**src/rtl/beamformer_pkg.sv**
```systemverilog
// Shared beamformer types and default sizing.
package beamformer_pkg;

  localparam int NUMBER_OF_BITS = 8;
  localparam int BUFFER_SIZE    = 16;
  localparam int NUM_CHANNELS   = 2;
  localparam int CH_LOG2        = $clog2(NUM_CHANNELS);
  localparam int SUM_BITS       = NUMBER_OF_BITS + CH_LOG2;

  typedef logic signed [NUMBER_OF_BITS-1:0] pcm_t;
  typedef logic signed [SUM_BITS-1:0]       sum_t;

endpackage

```
**src/rtl/i2s_word_serializer.sv**
```systemverilog
// I2S slot timing: half-frame position counter, word select and registered
// serial data (slot 0 is the delay bit, slots 1..N carry the word MSB-first).
module i2s_word_serializer #(
  parameter int NUMBER_OF_BITS = 8,
  parameter int WS_HALF_PERIOD = 16
) (
  input  logic                      clk,
  input  logic                      rst_n,
  input  logic                      ena,
  input  logic [NUMBER_OF_BITS-1:0] load_word,
  output logic                      load_req,
  output logic                      ws_out,
  output logic                      sd_out
);
  import beamformer_pkg::*;

  localparam int PW = (WS_HALF_PERIOD > 2) ? $clog2(WS_HALF_PERIOD) : 1;
  localparam logic [PW-1:0] POS_LAST = PW'(WS_HALF_PERIOD - 1);

  logic [PW-1:0]             pos_r;
  logic [NUMBER_OF_BITS-1:0] shift_r;
  logic                      ws_r;
  logic                      sd_r;
  logic                      sd_next_s;

  assign load_req = ena & (pos_r == {PW{1'b0}});
  assign ws_out   = ws_r;
  assign sd_out   = sd_r;

  // Bit presented for the current slot; it reaches sd_out one cycle later.
  always_comb begin
    sd_next_s = 1'b0;
    if ((int'(pos_r) >= 1) && (int'(pos_r) <= NUMBER_OF_BITS)) begin
      sd_next_s = shift_r[NUMBER_OF_BITS-1];
    end else begin
      sd_next_s = 1'b0;
    end
  end

  // Position counter, word select and shift register.
  always_ff @(posedge clk or negedge rst_n) begin
    if (!rst_n) begin
      pos_r   <= {PW{1'b0}};
      ws_r    <= 1'b0;
      shift_r <= {NUMBER_OF_BITS{1'b0}};
      sd_r    <= 1'b0;
    end else if (!ena) begin
      pos_r   <= {PW{1'b0}};
      ws_r    <= 1'b0;
      shift_r <= {NUMBER_OF_BITS{1'b0}};
      sd_r    <= 1'b0;
    end else begin
      sd_r <= sd_next_s;
      if (pos_r == {PW{1'b0}}) begin
        shift_r <= load_word;
      end else begin
        shift_r <= {shift_r[NUMBER_OF_BITS-2:0], 1'b0};
      end
      if (pos_r == POS_LAST) begin
        pos_r <= {PW{1'b0}};
        ws_r  <= ~ws_r;
      end else begin
        pos_r <= pos_r + {{(PW-1){1'b0}}, 1'b1};
      end
    end
  end

endmodule

```
**src/rtl/beam_sum_i2s_tx.sv**
```systemverilog
// Beam combiner and mono I2S transmitter. Build option: BEAM_SATURATE_EN
// selects a clamped sum; otherwise the truncated channel average is sent.
module beam_sum_i2s_tx #(
  parameter int NUMBER_OF_BITS = beamformer_pkg::NUMBER_OF_BITS,
  parameter int NUM_CHANNELS   = beamformer_pkg::NUM_CHANNELS,
  parameter int WS_HALF_PERIOD = 16
) (
  input  logic                                   clk,
  input  logic                                   rst_n,
  input  logic                                   ena,
  input  logic [NUM_CHANNELS*NUMBER_OF_BITS-1:0] ch_data,
  input  logic                                   sample_valid,
  output logic                                   sample_ready,
  output logic                                   sd_out,
  output logic                                   ws_out,
  output logic                                   frame_start,
  output logic                                   underrun
);
  import beamformer_pkg::*;

  localparam int LOG2C = $clog2(NUM_CHANNELS);
  localparam int SW    = NUMBER_OF_BITS + LOG2C;

`ifdef BEAM_SATURATE_EN
  localparam logic signed [SW-1:0] SUM_MAX = {{(LOG2C+1){1'b0}}, {(NUMBER_OF_BITS-1){1'b1}}};
  localparam logic signed [SW-1:0] SUM_MIN = {{(LOG2C+1){1'b1}}, {(NUMBER_OF_BITS-1){1'b0}}};
  localparam logic [NUMBER_OF_BITS-1:0] PCM_MAX = {1'b0, {(NUMBER_OF_BITS-1){1'b1}}};
  localparam logic [NUMBER_OF_BITS-1:0] PCM_MIN = {1'b1, {(NUMBER_OF_BITS-1){1'b0}}};
`endif

  logic signed [SW-1:0]      sum_s;
  logic [NUMBER_OF_BITS-1:0] beam_s;
  logic [NUMBER_OF_BITS-1:0] hold_r;
  logic                      hold_full_r;
  logic [NUMBER_OF_BITS-1:0] latched_r;
  logic                      frame_start_r;
  logic                      underrun_r;
  logic [NUMBER_OF_BITS-1:0] load_word_s;
  logic                      load_req_s;
  logic                      ws_s;
  logic                      accept_s;
  logic                      load_left_s;

  assign sample_ready = ~hold_full_r & ena;
  assign accept_s     = sample_valid & sample_ready;
  assign load_left_s  = load_req_s & ~ws_s;
  assign ws_out       = ws_s;
  assign frame_start  = frame_start_r;
  assign underrun     = underrun_r;

  // Sign-extended sum of all channels.
  always_comb begin
    sum_s = {SW{1'b0}};
    for (int i = 0; i < NUM_CHANNELS; i++) begin
      sum_s = sum_s + {{LOG2C{ch_data[i*NUMBER_OF_BITS + NUMBER_OF_BITS - 1]}},
                       ch_data[i*NUMBER_OF_BITS +: NUMBER_OF_BITS]};
    end
  end

  // Reduce the wide sum back to one PCM word.
  always_comb begin
    beam_s = {NUMBER_OF_BITS{1'b0}};
`ifdef BEAM_SATURATE_EN
    if (sum_s > SUM_MAX) begin
      beam_s = PCM_MAX;
    end else if (sum_s < SUM_MIN) begin
      beam_s = PCM_MIN;
    end else begin
      beam_s = sum_s[NUMBER_OF_BITS-1:0];
    end
`else
    beam_s = NUMBER_OF_BITS'(sum_s >>> LOG2C);
`endif
  end

  // Word handed to the serializer at slot 0: fresh sample on the left, repeat on the right.
  always_comb begin
    load_word_s = {NUMBER_OF_BITS{1'b0}};
    if (ws_s) begin
      load_word_s = latched_r;
    end else if (hold_full_r) begin
      load_word_s = hold_r;
    end else begin
      load_word_s = {NUMBER_OF_BITS{1'b0}};
    end
  end

  // Holding register, per-frame latched word and frame pulses.
  always_ff @(posedge clk or negedge rst_n) begin
    if (!rst_n) begin
      hold_r        <= {NUMBER_OF_BITS{1'b0}};
      hold_full_r   <= 1'b0;
      latched_r     <= {NUMBER_OF_BITS{1'b0}};
      frame_start_r <= 1'b0;
      underrun_r    <= 1'b0;
    end else if (!ena) begin
      hold_r        <= {NUMBER_OF_BITS{1'b0}};
      hold_full_r   <= 1'b0;
      latched_r     <= {NUMBER_OF_BITS{1'b0}};
      frame_start_r <= 1'b0;
      underrun_r    <= 1'b0;
    end else begin
      frame_start_r <= load_left_s;
      underrun_r    <= load_left_s & ~hold_full_r;
      // An accept on the frame-start edge only fills the holder for the next frame.
      if (accept_s) begin
        hold_r      <= beam_s;
        hold_full_r <= 1'b1;
      end else if (load_left_s) begin
        hold_full_r <= 1'b0;
      end
      if (load_left_s) begin
        latched_r <= load_word_s;
      end
    end
  end

  i2s_word_serializer #(
    .NUMBER_OF_BITS (NUMBER_OF_BITS),
    .WS_HALF_PERIOD (WS_HALF_PERIOD)
  ) u_serializer (
    .clk       (clk),
    .rst_n     (rst_n),
    .ena       (ena),
    .load_word (load_word_s),
    .load_req  (load_req_s),
    .ws_out    (ws_s),
    .sd_out    (sd_out)
  );

endmodule

```
**config.mk**
```make
export PLATFORM = sky130hd
export DESIGN_NAME = beam_sum_i2s_tx
export DESIGN_NICKNAME = d
export VERILOG_FILES = /design/src/rtl/beamformer_pkg.sv /design/src/rtl/i2s_word_serializer.sv /design/src/rtl/beam_sum_i2s_tx.sv
export SDC_FILE = /design/constraint.sdc
export NUM_CORES = 1
export LEC_CHECK = 0
export CAP_MARGIN = 0
export CORE_ASPECT_RATIO = 1.25
export CORE_UTILIZATION = 61
export CTS_BUF_LIST = sky130_fd_sc_hd__clkbuf_4
export DETAILED_ROUTE_END_ITERATION = 10
export GPL_TIMING_DRIVEN = 0
export PLACE_DENSITY_LB_ADDON = 0.15
export REMOVE_ABC_BUFFERS = 1
export SETUP_SLACK_MARGIN = 0.3
export SLEW_MARGIN = 20
export SYNTH_ARGS = -nofsm -noshare
export SYNTH_HDL_FRONTEND = slang
export SYNTH_SLANG_ARGS = --single-unit
export TNS_END_PERCENT = 10
```
**constraint.sdc**
```tcl
create_clock -name clk -period 4.7 [get_ports clk]
set_input_delay 0.47 -clock clk [delete_from_list [all_inputs] [get_ports clk]]
set_output_delay 0.47 -clock clk [all_outputs]
set_load 0.03 [all_outputs]
```
; ---- Word level (Yosys, flattened, before mapping)
; Cells that the tools add are included.
[totals]
ff_bits = 33
word_cells = 46
output_inout_bits = 5
[classes]
muxes = 19
magnitude_cmp = 2
eq_ne = 5
n_addsub = 2
n_reduce_logical = 2
n_bitwise = 7
[ops]
columns = cell, n
row1 = 8-bit 2-to-1 mux, 8
row2 = 8-bit by 8-bit adder with 9-bit output, 1
row3 = 1-bit 2-to-1 mux, 9
row4 = 4-bit 2-to-1 mux, 2
row5 = 2-bit by 1-bit inequality test with 1-bit output (second input constant), 3
row6 = 1-bit AND, 5
row7 = 4-bit by 1-bit adder with 4-bit output (second input constant), 1
row8 = 4-bit equality test (second input constant), 1
row9 = 4-bit by 1-bit greater-or-equal comparator with 1-bit output (second input constant), 1
row10 = 4-bit less-or-equal comparator (second input constant), 1
row11 = 4-bit logical NOT, 1
row12 = 3-bit by 1-bit inequality test with 1-bit output (second input constant), 1
row13 = 1-bit NOT, 2
row14 = 1-bit logical AND, 1

; ---- Longest topological paths before layout
; Gate-level depths: netlist of run 1.
[depth]
ltp_word = 6
mapped_depth = 7

; ---- By module
; Synthesis of run 1 repeated with hierarchy kept, for this count alone.
[unflattened]
cells_unflattened = 188
hier_area_um2 = 1833.0
[modules_own_cells]
columns = module, area_each_um2, seq_area_each_um2, n_inst, cells_each
row1 = beam_sum_i2s_tx, 1204.9, 475.5, 1, 132
row2 = i2s_word_serializer, 628.1, 350.3, 1, 56

; ---- Worst setup path after synthesis of run 1
; No wires, ideal clock.
[synth_timing]
kind = input to register
start = input ch_data[0]
end = register hold_r[5]
required_ns = 4.574
slack_ns = 2.688
arrival_ns = 1.886
stages = 6
setup_time_ns = 0.126
cell_sequence = and2_1 fa_1 a21oi_1 o21ai_1 mux2_1 a311o_1
[synth_between]
elab_chain_cells = 3
[synth_rtl]
columns = item, line
row1 = from (decl), beam_sum_i2s_tx.sv:11  ; input logic [NUM_CHANNELS*NUMBER_OF_BITS-1:0] ch_data,
row2 = 8-bit by 8-bit adder with 9-bit output, beam_sum_i2s_tx.sv:55  ; sum_s = sum_s + {{LOG2C{ch_data[i*NUMBER_OF_BITS + NUMBER_OF_BITS - 1]}},
row3 = 8-bit 2-to-1 mux, beam_sum_i2s_tx.sv:106  ; if (accept_s) begin
row4 = 8-bit 2-to-1 mux, beam_sum_i2s_tx.sv:96  ; end else if (!ena) begin
row5 = to (signal assigned), beam_sum_i2s_tx.sv:91  ; hold_r <= {NUMBER_OF_BITS{1'b0}};
row6 = to (signal assigned), beam_sum_i2s_tx.sv:97  ; hold_r <= {NUMBER_OF_BITS{1'b0}};
row7 = to (signal assigned), beam_sum_i2s_tx.sv:107  ; hold_r <= beam_s;
row8 = to (decl), beam_sum_i2s_tx.sv:33  ; logic [NUMBER_OF_BITS-1:0] hold_r;
; No other way between the ends. The select of a mux whose other input is x is not followed.
; A chain may end at the register's enable or synchronous reset.

; ---- Final worst setup path of run 1
[layout_timing]
start = input ena
end = output sample_ready
[layout_between]
elab_chain_cells = 1
[layout_rtl]
columns = item, line
row1 = from (decl), beam_sum_i2s_tx.sv:10  ; input logic ena,
row2 = 1-bit AND, beam_sum_i2s_tx.sv:44  ; assign sample_ready = ~hold_full_r & ena;
row3 = to (decl), beam_sum_i2s_tx.sv:13  ; output logic sample_ready,
; No other way between the ends.

==> run metrics, run 1 <==
Ports=25; largest net degree at the start of global routing=34; layout cells sized above 1=roughly 5%; vias per cell=5.94; post-synth cell types=41; FF-to-FF End=latched_r[1]; Worst Skew=0.00188 ns; DR pass1 iterations=7; WHS=roughly 0.18 ns; Antenna diodes=0; Commonest cells post-synth=dfrtp_1 (33), nand2_1 (28), nand3_1 (17), ha_1 (10), a21boi_1 (9); vias in the first global route=roughly 1,500; minimum clock period=~3 ns; VDD IR max=around 0.00017 V; Worst-Margin Slew=approximately 1 ns; All-Layer GR Usage=25.0%; clk sinks=33; via count=between 1,000 and 1,500; Placer Congestion=around 0.74; top sig layer=met4; Rows=22; Final Cycle Share=between 60% and 70%; H-tree lvl count=2; WL per Instance=between 10 and 15 um; worst-path fanout max=33; Critical Path Sink Type=output port; Area Overhead vs Synth=15.0%; CTS tree=built; clock root buffer=clkbuf_4; CTS Hold Bufs=0; Clock Path Buffers=2; Initial Util=roughly 64%; first-pass GRT wire length=a little over 6000 um; Hold WC Path Type=input pin to asynchronous set/reset pin; post-CTS setup buffers=0; pwr/cell area=286 nW/um^2; # resized after CTS=0; WL final=roughly 3400 um; Post-synth EDFFs=0; IO buf count=24; Slew HR=roughly a third; grt ovf=0; P_leak=0.975 nW; sequential element share of the synthesized area=around 44%; antenna-violating nets left=0; Final Hold Viols=0; DR DRC count=2; FFs w/ async S/R, synth=100%; met3 WL post-DR=106 um; die area=~3300 um^2; r2r startpoint=u_serializer.pos_r[0]; FF+latch count, synth=33; Clock Latency Late Sink=~0.33 ns; Finish-stage setup viols=0; Post-Syn Area=~1900 um^2; flop2flop setup slack=2.43 ns; NumNets Final=~240; Final Max Slew Viols=0; status=finished with violations; Syn Inst Count=about 200; yosys warns=0; fmax=around 340 MHz; DIE HEIGHT=63.9 um; Final HPWL DP=roughly 2500 um; initial antenna violation count=0; Die X-Extent=51.5 um; cts bufs inserted=5; RSZ-0062 raised after global routing=false; initial DRC count=22; final setup TNS=0 ns; top-area cell type share of the netlist area=44.2%; Worst setup SP type=input pin; top_reg_cell synth=dfrtp_1; Setup CP Type=input pin to output port; failing checks=design-rule violations; core area=a little under 3000 um^2; area of placed instances=between 2000 and 2500 um^2; wl on met1=1400 um; Max Cap Viol=0; Worst-path clk slew=0.09 ns; Synth area leader=dfrtp_1; Area contributors post-synth=dfrtp_1 (44%), ha_1 (6.7%), nand2_1 (5.6%); met2 routed WL=approximately 1800 um; Synth Area per Inst=~9.6 um^2; Crit path arrival time=around 2.5 ns; Worst Path Required=around 4.2 ns; reg2reg path depth=6; final instance area=roughly 2100 um^2; most frequent cell after synthesis=dfrtp_1
## worst max-delay path, cell delays in order
cell	delay, ns
clkdlybuf4s50_1	1.12
nor2b_1	0.22
clkdlybuf4s50_1	0.68
## cell usage in the layout (no fill, tap or decap), types with 6 or more instances in the layout
cell type	count
a21boi_1	9
a21oi_1	8
clkbuf_4	8
clkdlybuf4s50_1	23
dfrtp_1	33
ha_1	10
inv_1	6
nand2_1	28
nand3_1	17
o211a_1	8
o211ai_1	7
## how the worst max path moves through the flow
stage	start	end	slack, ns	cells past startpoint
detailed placement	ena	sample_ready	1.71	3
floorplan	ch_data[0]	hold_r[5]	2.69	6
global route	ena	sample_ready	1.55	3
finish	ena	sample_ready	1.73	3
global placement	ena	sample_ready	1.70	3
CTS	ena	sample_ready	1.72	3
## report_power, final
part	total, mW	leakage [nW]	switching, mW	internal (mW)
Sequential	0.321	0.445	0.0166	0.304
Clock	0.164	0.0368	0.0867	0.0768
Combinational	0.130	0.493	0.0694	0.0603
## cell families after synthesis
group / Yosys count / synth area share [%]
buffers and inverters: 19 / 4.42
xor gates and xnor gates: 3 / 1.41
muxes: 2 / 1.14
DFF: 33 / 44.2
and+or+nand+nor: 78 / 22.0
AOI/OAI and AO/OA: 49 / 19.1
adders and majority gates: 11 / 7.76
## registers in the layout (all words and copies together), names as in the netlist
register	count
frame_start	1
u_serializer.pos_r	4
hold_r	8
u_serializer.sd_out	1
u_serializer.shift_r	8
hold_full_r	1
latched_r	8
underrun	1
u_serializer.ws_out	1
## per-stage QoR
stage | util (%) | total power, mW | setup WS, ns | std cells
global route | 73.7 | 0.649 | 1.55 | 250
detailed placement | 71.6 | 0.457 | 1.71 | 242
finish | 73.7 | 0.614 | 1.73 | 250
CTS | 73.7 | 0.621 | 1.72 | 250
global placement | 71.8 | 0.450 | 1.70 | 242
floorplan | - | 0.405 | 2.69 | 182
## routing by layer
layer	up-vias	global-route usage (%)
met5	-	0
met4	0	14.2
met3	9	6.90
met2	31	44.2
met1	706	25.5
li1	738	-
## cell type report
class,count,area [um^2]
inverter,6,22.5
multi-input combinational,143,961
clock buffer,8,60.1
fill,250,768
tap,36,45.0
timing repair buffer,24,235
sequential,33,826
(Power assumes the default switching activity.)
==> run 2: changes to the inputs <==
--- a/config.mk
+++ b/config.mk
@@ -7,7 +7,7 @@
 export LEC_CHECK = 0
 export CAP_MARGIN = 0
 export CORE_ASPECT_RATIO = 1.25
-export CORE_UTILIZATION = 61
+export CORE_UTILIZATION = 57
 export CTS_BUF_LIST = sky130_fd_sc_hd__clkbuf_4
 export DETAILED_ROUTE_END_ITERATION = 10
 export GPL_TIMING_DRIVEN = 0
==> constraint.sdc (replaced) <==
create_clock -name clk -period 3 [get_ports clk]
set_input_delay 0.3 -clock clk [delete_from_list [all_inputs] [get_ports clk]]
set_output_delay 0.3 -clock clk [all_outputs]
set_load 0.03 [all_outputs]
==> run metrics, run 2 (synthesized netlist as in run 1, its figures left out) <==
Critical Path Sink Type=register (was output port); clock root buffer=clkbuf_4 (unchanged); DR DRC count=0 (was 2); DR pass1 iterations=4 (was 7); Clock Path Buffers=2 (unchanged); clk sinks=33 (unchanged); Worst Setup EP=latched_r[3] (was sample_ready); Worst-Margin Slew=1.01 ns (was 0.988 ns); status=complete, no violations (was finished with violations); crit-path max cell delay=0.59 ns (was 1.12 ns); Final HPWL DP=2470 um (about the same); Worst setup SP type=register (was input pin); final setup TNS=0 ns (unchanged); flop2flop setup slack=0.74 ns (was 2.43 ns); die area=3510 um^2 (was 3290 um^2); RSZ-0062 raised after global routing=false (unchanged); first-pass GRT wire length=5910 um (was 6070 um); reg2reg path depth=6 (unchanged); minimum clock period=2.26 ns; WL per Instance=13.6 um (was 13.5 um); WL final=3400 um (was 3370 um); layout cells sized above 1=5.14% (unchanged); Worst-path clk slew=0.09 ns (about the same); via count=1,466 (was 1,484); initial antenna violation count=0 (unchanged); Antenna diodes=0 (unchanged); Final Hold Viols=0 (unchanged); DIE HEIGHT=66.0 um (was 63.9 um); core area=3030 um^2 (was 2920 um^2); Ports=25 (unchanged); Critical Path Start=u_serializer.pos_r[1] (was ena); IO buf count=24 (unchanged); vias in the first global route=1,509 (was 1,479); Final Power=0.958 mW (was 0.614 mW); initial DRC count=33 (was 22); switching portion of total power=27.9% (was 28.1%); largest net degree at the start of global routing=34 (unchanged); Slew HR=32.4% (was 34.0%); vias per cell=5.86 (was 5.94); NumNets Final=244 (unchanged); Crit path arrival time=2.50 ns (about the same); commonest non-fill, non-tap cell in the layout=dfrtp_1 (unchanged); Clock Latency Late Sink=0.32 ns (was 0.33 ns); Worst Path Required=3.24 ns (was 4.23 ns); Placer Congestion=0.735 (was 0.738); Worst Skew=0.00656 ns (was 0.00188 ns); grt ovf=0 (unchanged); combinational share of power=21.2% (was 21.1%); Setup CP Type=register to register (was input pin to output port); sequential share of power=52.5% (was 52.2%); H-tree lvl count=2 (unchanged); Initial Util=61.7% (was 64.1%); fmax=approximately 440 MHz; worst-path fanout max=18 (was 33); VDD IR max=0.000333 V (was 0.000170 V); Max Cap Viol=0 (unchanged); biggest regs=hold_r (8), latched_r (8), u_serializer.shift_r (8) (unchanged); FF-to-FF End=latched_r[3] (was latched_r[1]); Finish-stage setup viols=0 (unchanged); Area Overhead vs Synth=15.1% (was 15.0%); P_sw=0.267 mW (was 0.173 mW); Crit-path slowest cell=nor2b_1 (was clkdlybuf4s50_1); clock share of power=26.3% (was 26.6%); Final Cycle Share=about three quarters; Die X-Extent=53.2 um (was 51.5 um); crit-path cells=inv_1 -> ha_1 -> nor3b_4 -> nor2b_1 -> nand3_1 -> a21boi_1 (was clkdlybuf4s50_1 -> nor2b_1 -> clkdlybuf4s50_1); Final Max Slew Viols=0 (unchanged); fill count=239 (was 250); commonest non-fill, non-tap cells in the layout=dfrtp_1 (33), nand2_1 (28), clkdlybuf4s50_1 (22) (was dfrtp_1 (33), nand2_1 (28), clkdlybuf4s50_1 (23)); CTS tree=built (unchanged); r2r startpoint=u_serializer.pos_r[1] (was u_serializer.pos_r[0]); antenna-violating nets left=0 (unchanged); Int Power=0.691 mW (was 0.441 mW); post-CTS setup buffers=0 (unchanged); P_leak=0.984 nW (was 0.975 nW); Hold WC Path Type=input pin to asynchronous set/reset pin (unchanged); pwr/cell area=445 nW/um^2 (was 286 nW/um^2); cts bufs inserted=5 (unchanged); Rows=22 (unchanged); All-Layer GR Usage=23.0% (was 25.0%)
-- run 2: power by group through the flow --
stage | Combinational, mW | Clock [mW] | Sequential, mW
floorplan | 0.123 | 0 | 0.511
detailed placement | 0.204 | 0 | 0.512
finish | 0.203 | 0.252 | 0.503
CTS | 0.205 | 0.261 | 0.503
global route | 0.227 | 0.282 | 0.507
global placement | 0.196 | 0 | 0.510
-- run 2: what timing repair did --
action	CTS	global route
setup endpoints to repair	0	1
gates resized for setup	0	1
hold buffers	0	0
-- run 2: how the worst min path moves through the flow --
stage                                  from                 endpoint  slack [ns]  cells past startpoint
floorplan                             rst_n              frame_start       0.004                      0
global placement    u_serializer.shift_r[6]  u_serializer.shift_r[7]        0.48                      1
detailed placement                    rst_n              frame_start        0.39                      1
CTS                                   rst_n              frame_start        0.04                      1
global route                          rst_n              frame_start        0.06                      1
finish                                rst_n              frame_start        0.02                      1
-- run 2: worst max-delay path: cells and delay by family, from the launching register on --
family / cells / cell delay (ns)
simple gates: 3 / 1.30
flops: 1 / 0.42
fa+ha+maj: 1 / 0.19
compound gates: 1 / 0.15
buf+inv: 1 / 0.12
-- run 2: routing by layer --
metal  track usage [%]  up-vias  part of all wire, %
li1                  -      735                    -
met1              21.7      689                   43
met2              44.4       35                   52
met3              3.45        7                  2.9
met4              12.8        0                  2.1
met5                 0        -                    0
-- run 2: area by class of cell --
class / instances / area (um^2) / share of cell area (%)
Timing Repair Buffer: 24 / 238 / 11.0
Tap cell: 36 / 45.0 / 2.09
Sequential cell: 33 / 826 / 38.4
Inverter: 6 / 22.5 / 1.05
Multi-Input combinational cell: 143 / 961 / 44.7
Clock buffer: 8 / 60.1 / 2.79
-- run 2: stage by stage --
step | hold slack [ns] | setup slack, ns | cell area [um^2] | util [%] | cells
floorplan | 0.00441 | 1.14 | 1810 | - | 182
global placement | 0.480 | 0.284 | 2090 | 69.2 | 242
detailed placement | 0.391 | 0.211 | 2090 | 69.0 | 242
CTS | 0.0367 | 0.325 | 2150 | 71.0 | 250
global route | 0.0625 | 0.519 | 2150 | 71.1 | 250
finish | 0.0176 | 0.735 | 2150 | 71.1 | 250
==> variant, RTL diff (flow settings as in run 2) <==
Put one more register stage on the output `underrun`. The value now appears one clock later. The other outputs are not delayed to match.
--- a/src/rtl/beam_sum_i2s_tx.sv
+++ b/src/rtl/beam_sum_i2s_tx.sv
@@ -47,5 +47,7 @@
   assign ws_out       = ws_s;
   assign frame_start  = frame_start_r;
-  assign underrun     = underrun_r;
+  always_ff @(posedge clk) begin
+    underrun <= underrun_r;
+  end
 
   // Sign-extended sum of all channels.
Check against the original RTL: not equivalent (Yosys sat finds a counterexample within 4 cycles, from zero or initial values and one cycle with rst_n low).
==> variant against run 2 <==
- cell count grew 0.80%
- wire length shrank 1.6%
- clock power grew 4%
- maximum frequency shrank 2.9%
- setup slack lost 0.069 ns
- total power grew 2.5%
- design area grew 0.99%
- non-clock buffer count is the same
- first-iteration DRC count shrank 24%
- area after synthesis grew 1.1%
- via count grew 1.2%
- sequential cell count grew 1
- count of clock-buffer cells in the layout is the same
- critical path type unchanged
- critical endpoint is now latched_r[2]$_DFFE_PN0P_
==> variant: results <==
export IMPL_status="complete, no violations"
export IMPL_place_hpwl_mm=2.39
export IMPL_io_buffers=24
export IMPL_nFillCells=244
export IMPL_synthArstFlopShare_pct=97.1
export IMPL_vdd_ir_drop_max_mv=0.412
export IMPL_grt_util_all_layers_pct=21.5
export IMPL_synthCells=196
export IMPL_viasPerCell=5.89
export IMPL_synth_flop_cell="dfrtp_1"
export IMPL_ys_top_cells_by_count="dfrtp_1, nand2_1, nand3_1"
export IMPL_crit_fanout=18
export IMPL_drt_iter0_markers=25
export IMPL_antenna_found_initial=0
export IMPL_worstSetupPathType="reg2reg"
export IMPL_numPlacedInstances=244
export IMPL_reg_top3="hold_r: 8 flops, latched_r: 8 flops, u_serializer.shift_r: 8 flops"
export IMPL_grt_max_degree=34
export IMPL_arrival_ns=2.59
export IMPL_max_slew_margin_pct=35.8
export IMPL_leakagePower_nw=0.993
export IMPL_yosysSeqAreaShare_pct=44.8
export IMPL_worst_r2r_path_depth=6
export IMPL_h_tree_depth=2
export IMPL_hold_path_class="in2async"
export IMPL_antenna_cells=0
export IMPL_clkTransAtPathRegs_ns=0.10
export IMPL_fin_worst_skew_ns=0.0114
export IMPL_dr_total_vias=1484
export IMPL_dr_pass1_iters=5
export IMPL_grt_pass1_wl_mm=5.43
export IMPL_r2r_slack_ns=0.67
export IMPL_synth_area_leaders="dfrtp_1, ha_1, nand2_1, nand3_1, o211a_1"
export IMPL_cts_root_buf="clkbuf_4"
export IMPL_first_global_vias=1320
export IMPL_clk_latency_ns=0.33
export IMPL_ys_types=42
export IMPL_layout_drive_gt1_share_pct=5.12
export IMPL_ys_warn_count=0
export IMPL_worstSetupEndpoint="latched_r[2]$_DFFE_PN0P_"
export IMPL_reg2reg_from="u_serializer.pos_r[0]$_DFF_PN0_"
export IMPL_wire_per_inst_um=13.3
export IMPL_cts_buffer_depth=2
export IMPL_cts_buffers=5
export IMPL_fin_nets=245
export IMPL_place_congestion=0.752
export IMPL_ant_nets=0
==> variant: timing repair <==
action                                  in CTS  in global routing
endpoints found under the setup margin       0                  1
setup buffers                                0                  0
gates resized for setup                      0                  1
==> variant: per-stage QoR <==
step / hold WS (ns) / setup WS, ns / utilization [%] / instance area (um^2)
after floorplan: 0.00441 / 1.14 / - / 1830
after global placement: 0.326 / 0.261 / 66.2 / 2120
after detailed placement: 0.348 / 0.246 / 66.1 / 2110
after CTS: 0.0208 / 0.352 / 68.0 / 2170
after global routing: 0.0627 / 0.492 / 68.0 / 2170
final: 0.00811 / 0.666 / 68.0 / 2170
==> variant: per-layer routing <==
metal | routed length (um) | GRT usage [%]
met2 | 1770 | 39.7
met5 | 0 | 0
met4 | 63 | 8.88
met3 | 121 | 6.21
met1 | 1400 | 21.4
==> variant: cells by family (layout without fill, tap and decap cells) <==
logic type / after synthesis / count (layout) / synth area share, %
compound gates: 49 / 49 / 18.9
xor+xnor: 3 / 3 / 1.39
fa+ha+maj: 11 / 11 / 7.68
buf+inv: 19 / 38 / 4.37
flops: 34 / 34 / 44.8
mux: 2 / 2 / 1.13
simple gates: 78 / 78 / 21.8
==> variant: power breakdown <==
| part | internal (mW) | switching (mW) |
|---|---|---|
| registers | 0.491 | 0.0261 |
| logic | 0.0940 | 0.109 |
| clock network | 0.120 | 0.141 |
| total | 0.706 | 0.277 |
==> variant: area by class of cell <==
class / instances / area share, %
multi-input combinational: 143 / 44.2
sequential: 34 / 38.9
timing repair buffer: 24 / 10.9
clock buffer: 8 / 2.76
tap: 37 / 2.13
inverter: 6 / 1.04
==> variant: worst max-delay path, cell delays in order (launching register included) <==
cell and delay (ns):
dfrtp_1 0.44, inv_1 0.11, ha_1 0.18, nor3b_4 0.59
nor2b_1 0.59, nand3_1 0.16, a21boi_1 0.19
